[src/rtl/cutelock_pkg.sv]
// Shared helpers and mode encodings for the Cute-Lock key-sequence wrappers.
package cutelock_pkg;

   localparam int unsigned MAX_TABLE_W = 1024;
   localparam int unsigned MAX_KEY_W   = 32;

   typedef enum int unsigned {
      ADV_FREE  = 0,
      ADV_GATED = 1
   } adv_mode_e;

   typedef enum int unsigned {
      DECOY_EXT = 0,
      DECOY_INV = 1
   } decoy_mode_e;

   // Counter width: max(1, clog2(n)) so a single-key lock still has a 1-bit counter.
   function automatic int unsigned cnt_width(input int unsigned n);
      return (n <= 1) ? 1 : $clog2(n);
   endfunction

   function automatic logic [MAX_KEY_W-1:0] key_at(input logic [MAX_TABLE_W-1:0] tbl,
                                                    input int unsigned idx,
                                                    input int unsigned kb);
      logic [MAX_TABLE_W-1:0] w_sh;
      logic [MAX_KEY_W-1:0]   w_mask;
      w_sh   = tbl >> (idx * kb);
      w_mask = (MAX_KEY_W'(1) << kb) - MAX_KEY_W'(1);
      return MAX_KEY_W'(w_sh) & w_mask;
   endfunction

endpackage

[src/rtl/cutelock_mod_counter.sv]
// Modulo-NUM_KEYS sequence counter with optional gated advance and explicit wrap.
module cutelock_mod_counter
   import cutelock_pkg::*;
#(
   parameter int unsigned NUM_KEYS     = 4,
   parameter int unsigned ADVANCE_MODE = 0
) (
   input  logic                             clock,
   input  logic                             reset,
   input  logic                             advance,
   output logic [cnt_width(NUM_KEYS)-1:0]   cnt
);

   localparam int unsigned      CNT_W = cnt_width(NUM_KEYS);
   localparam logic [CNT_W-1:0] LAST  = CNT_W'(NUM_KEYS - 1);

   logic [CNT_W-1:0] r_cnt;
   logic             w_step;
   logic             w_in_range;

   assign w_step = (ADVANCE_MODE == ADV_GATED) ? advance : 1'b1;

   // Only non-power-of-two key counts leave unused codes to recover from.
   generate
      if ((32'd1 << CNT_W) == NUM_KEYS) begin : g_full
         assign w_in_range = 1'b1;
      end else begin : g_partial
         assign w_in_range = (r_cnt <= LAST);
      end
   endgenerate

   always_ff @(posedge clock) begin
      if (reset) begin
         r_cnt <= '0;
      end else if (!w_in_range) begin
         r_cnt <= '0;
      end else if (w_step) begin
         r_cnt <= (r_cnt == LAST) ? '0 : r_cnt + CNT_W'(1);
      end
   end

   assign cnt = r_cnt;

endmodule

[src/rtl/cutelock_keyseq_reg.sv]
// Time-varying key-gated output register: registers d_func only when key_in
// matches the key currently selected by the sequence counter, else a decoy.
module cutelock_keyseq_reg
   import cutelock_pkg::*;
#(
   parameter int unsigned                    W            = 1,
   parameter int unsigned                    KEY_BITS     = 3,
   parameter int unsigned                    NUM_KEYS     = 4,
   parameter logic [NUM_KEYS*KEY_BITS-1:0]   KEY_TABLE    = 12'hB1A,
   parameter int unsigned                    ADVANCE_MODE = 0,
   parameter int unsigned                    DECOY_MODE   = 0,
   parameter logic [W-1:0]                   RESET_VAL    = '0
) (
   input  logic                clock,
   input  logic                reset,
   input  logic [KEY_BITS-1:0] key_in,
   input  logic                advance,
   input  logic [W-1:0]        d_func,
   input  logic [W-1:0]        d_decoy,
   output logic [W-1:0]        q
);

   localparam int unsigned CNT_W = cnt_width(NUM_KEYS);
   localparam int unsigned ROM_N = 32'd1 << CNT_W;

   logic [KEY_BITS-1:0] w_key_rom [ROM_N];
   logic [CNT_W-1:0]    w_cnt;
   logic                w_match;
   logic [W-1:0]        w_decoy;
   logic [W-1:0]        r_q;

   // Unused counter codes alias entry 0 so the compare never sees X.
   generate
      for (genvar gi = 0; gi < ROM_N; gi++) begin : g_rom
         localparam int unsigned IDX = (gi < NUM_KEYS) ? gi : 0;
         assign w_key_rom[gi] = KEY_BITS'(key_at(MAX_TABLE_W'(KEY_TABLE), IDX, KEY_BITS));
      end
   endgenerate

   cutelock_mod_counter #(
      .NUM_KEYS     (NUM_KEYS),
      .ADVANCE_MODE (ADVANCE_MODE)
   ) u_cnt (
      .clock   (clock),
      .reset   (reset),
      .advance (advance),
      .cnt     (w_cnt)
   );

   assign w_match = (key_in == w_key_rom[w_cnt]);
   assign w_decoy = (DECOY_MODE == DECOY_INV) ? ~d_func : d_decoy;

   always_ff @(posedge clock) begin
      if (reset) begin
         r_q <= RESET_VAL;
      end else begin
         r_q <= w_match ? d_func : w_decoy;
      end
   end

   assign q = r_q;

endmodule
[config.mk]
export PLATFORM = sky130hd
export DESIGN_NAME = cutelock_keyseq_reg
export DESIGN_NICKNAME = d
export VERILOG_FILES = /design/src/rtl/cutelock_pkg.sv /design/src/rtl/cutelock_mod_counter.sv /design/src/rtl/cutelock_keyseq_reg.sv
export SDC_FILE = /design/constraint.sdc
export NUM_CORES = 1
export LEC_CHECK = 0
export CORE_AREA = 5 5 42 44
export CTS_CLUSTER_SIZE = 30
export DETAILED_ROUTE_END_ITERATION = 6
export DIE_AREA = 0 0 47 49
export GPL_ROUTABILITY_DRIVEN = 1
export GPL_TIMING_DRIVEN = 0
export PLACE_DENSITY_LB_ADDON = 0.25
export SYNTH_ARGS = -nofsm -noshare
export SYNTH_HDL_FRONTEND = slang
export SYNTH_SLANG_ARGS = --single-unit
[constraint.sdc]
create_clock -name clock -period 1.5 [get_ports clock]
set_clock_uncertainty 0.1 [all_clocks]
set_input_delay 0.45 -clock clock [delete_from_list [all_inputs] [get_ports clock]]
set_output_delay 0.45 -clock clock [all_outputs]
set_load 0.05 [all_outputs]
==> metrics.md <==
| Metric | Value |
|---|---|
| Sequential area share after synthesis | `a little over two fifths` |
| PD cells | `approximately 1100 mW/mm^2` |
| Measured slew at the worst slew-check pin | `around 0.28 ns` |
| Max stage delay cell, worst path | `clkdlybuf4s15_2` |
| CP arrival | `about 0.9 ns` |
| PortBufs | `7` |
| Drt initial violations | `0` |
| Floorplan die height | `between 40 and 50 um` |
| CTS Buf Count | `3` |
| Wire length per cell | `8.08 um` |
| Clk Latency, worst-skew pair | `0.23 ns` |
| Lkg Pwr | `approximately 0.10 nW` |
| Root Driver | `clkbuf_4` |
| Status | `completed` |
| Max-Cap Viols | `0` |
| Post-cts sizing count | `5` |
| Clk pin slew, worst setup/hold paths | `0.04 ns` |
| Final setup viols | `0` |
| Layout area overhead | `81.4%` |
| Synth unique cells | `10` |
| Min Clock Period, post-route | `around 1.4 ns` |
| Yosys top cell area share | `between 40% and 50%` |
| Ant. Diodes | `0` |
| Avg Synthesized Cell Area | `10.9 sq um` |
| Clock Path Buffers | `2` |
| Max Fclk | `between 600 and 700 MHz` |
| Global-route wire length before repair | `586 um` |
| CTS tree | `built` |
| Buffers and inverters on the worst path | `1` |
| Hold Crit Class | `register to register` |
| DRC | `0` |
| WHS | `roughly 0.37 ns` |
| Pre-antenna DRT Iters | `1` |
| Die area | `between 0.002 and 0.0025 sq mm` |
| Final hold violations | `0` |
| Pins Over Slew Limit | `0` |
| Yosys top cell by area | `dfxtp_1` |
| Req. time, crit path | `between 0.9 and 1 ns` |
| Slowest stage delay, CP | `roughly 0.36 ns` |
| Critical path capture point type | `output port` |
| Launching element type of the critical path | `register` |
| Placed insts | `36` |
| Synth area leaders | `dfxtp_1, ha_1, nand2b_1, mux2i_1, a21oi_2` |
| Num ports | `9` |
| Synthesized flop and latch total | `3` |
| CP top delay family | `buffers and inverters` |
| Synth warn | `0` |
| Filler Cell Count | `160` |
| Seq. cell area | `roughly 60 sq um` |
| GR Util All Layers | `around 3.9%` |
| Initial antenna violation count | `0` |
| Post-route insts no fill | `40` |
| Synth Instances | `13` |
| Worst VDD drop | `0.455 mV` |
| Number of nets in the layout | `34` |
| GRT Residual Overflow | `0` |
| Multi-input gate area | `around 81 sq um` |
| Synth Cell Area | `around 140 sq um` |
| Critical path peak fanout | `1` |
| Relative slew slack | `just over 80%` |
| Clk sink count | `3` |
| Hold_buf cts | `0` |
| Htree depth | `1` |
| GPL Wtd Cong | `just under 0.6` |
| Via-to-Cell Ratio | `around 3.5` |
| Site row count | `14` |
| Worst setup path class | `register to output port` |
| Starting Density | `around 10%` |
| Drt total wl | `between 300 and 400 um` |
| Pin count of the biggest net entering global routing | `5` |
| Vias in the first global route | `roughly 160` |
| Setup Fix Bufs, Post-CTS | `0` |
| DRT antenna net count | `0` |
| Period Utilization, post-route | `between 90 and 100%` |
| DIE WIDTH | `between 40 and 50 um` |
| Core region area | `between 0.001 and 0.0015 sq mm` |
| Critical path cell sequence | `clkdlybuf4s15_2` |
| Syn_nets | `22` |
| Share of cells above drive strength 1 | `between 20% and 30%` |
| Unrepaired setup endpoints after global routing | `no` |
| Via count | `about 140` |
## through the flow
stage                     setup TNS (ns)  setup slack, ns  total power [W]  utilization [%]  cell area, sq um
after floorplan                        0            0.230         0.000125                -               141
after global placement            -0.423           -0.285         0.000148             16.5               231
after detailed placement          -0.442           -0.305         0.000151             16.5               231
after CTS                              0           0.0379         0.000294             18.3               256
after global routing                   0          0.00975         0.000308             18.3               256
final                                  0           0.0520         0.000286             18.3               256
## cells in the final DEF (no fill, tap or decap), types with 2 or more instances in the layout
master           count
clkbuf_4             3
nand2b_1             2
dlygate4sd2_1        2
clkdlybuf4s50_1      4
dfxtp_1              3
## kinds of logic (layout without fill, tap and decap cells)
| kind of cell | Yosys count | after routing | share of synthesized area [%] |
|---|---|---|---|
| DFF | 3 | 3 | 42.5 |
| muxes | 1 | 1 | 7.08 |
| buffers and inverters | 0 | 11 | 0 |
| xor gates and xnor gates | 1 | 1 | 6.20 |
| and+or+nand+nor | 6 | 6 | 29.2 |
| adders and majority gates | 1 | 1 | 8.85 |
| AOI/OAI and AO/OA | 1 | 1 | 6.20 |
## final timing paths
check	depth (start not counted)	from	to	slack, ns
min	1	u_cnt.cnt[0]	u_cnt.cnt[0]	0.37
min reg2reg	1	u_cnt.cnt[0]	u_cnt.cnt[0]	0.37
max	1	q	q	0.05
max reg2reg	3	u_cnt.cnt[1]	q	0.30
## synth_stat cells
library cell / instances
xor2_1: 1
mux2i_1: 1
dfxtp_1: 3
a21oi_2: 1
or3b_1: 1
nand3b_1: 1
nor3_1: 1
nor3b_1: 1
nand2b_1: 2
ha_1: 1
## layout make-up
type | instances | share of cell area (%)
clock buffers | 4 | 10.2
multi-input cells | 10 | 31.7
flip-flops and latches | 3 | 23.4
well taps | 16 | 7.80
repair buffers | 7 | 26.8
## registers in the layout, summed over array words and instances, names as in the netlist
| register | count |
|---|---|
| q | 1 |
| u_cnt.cnt | 2 |
## power breakdown
group / internal, W / switching [W] / total (W)
combinational: 0.0000283 / 0.0000214 / 0.0000496
clock: 0.0000996 / 0.0000407 / 0.000140
sequential: 0.0000898 / 0.00000625 / 0.0000961
## routing by layer
layer | routed length [um] | share of wire [%] | GRT usage, %
met1 | 161 | 50 | 3.94
met4 | 0 | 0 | 4.15
met2 | 108 | 33 | 4.07
met3 | 53 | 16 | 4.06
met5 | 0 | 0 | 0
No activity file was read; power rests on OpenSTA's default activity.
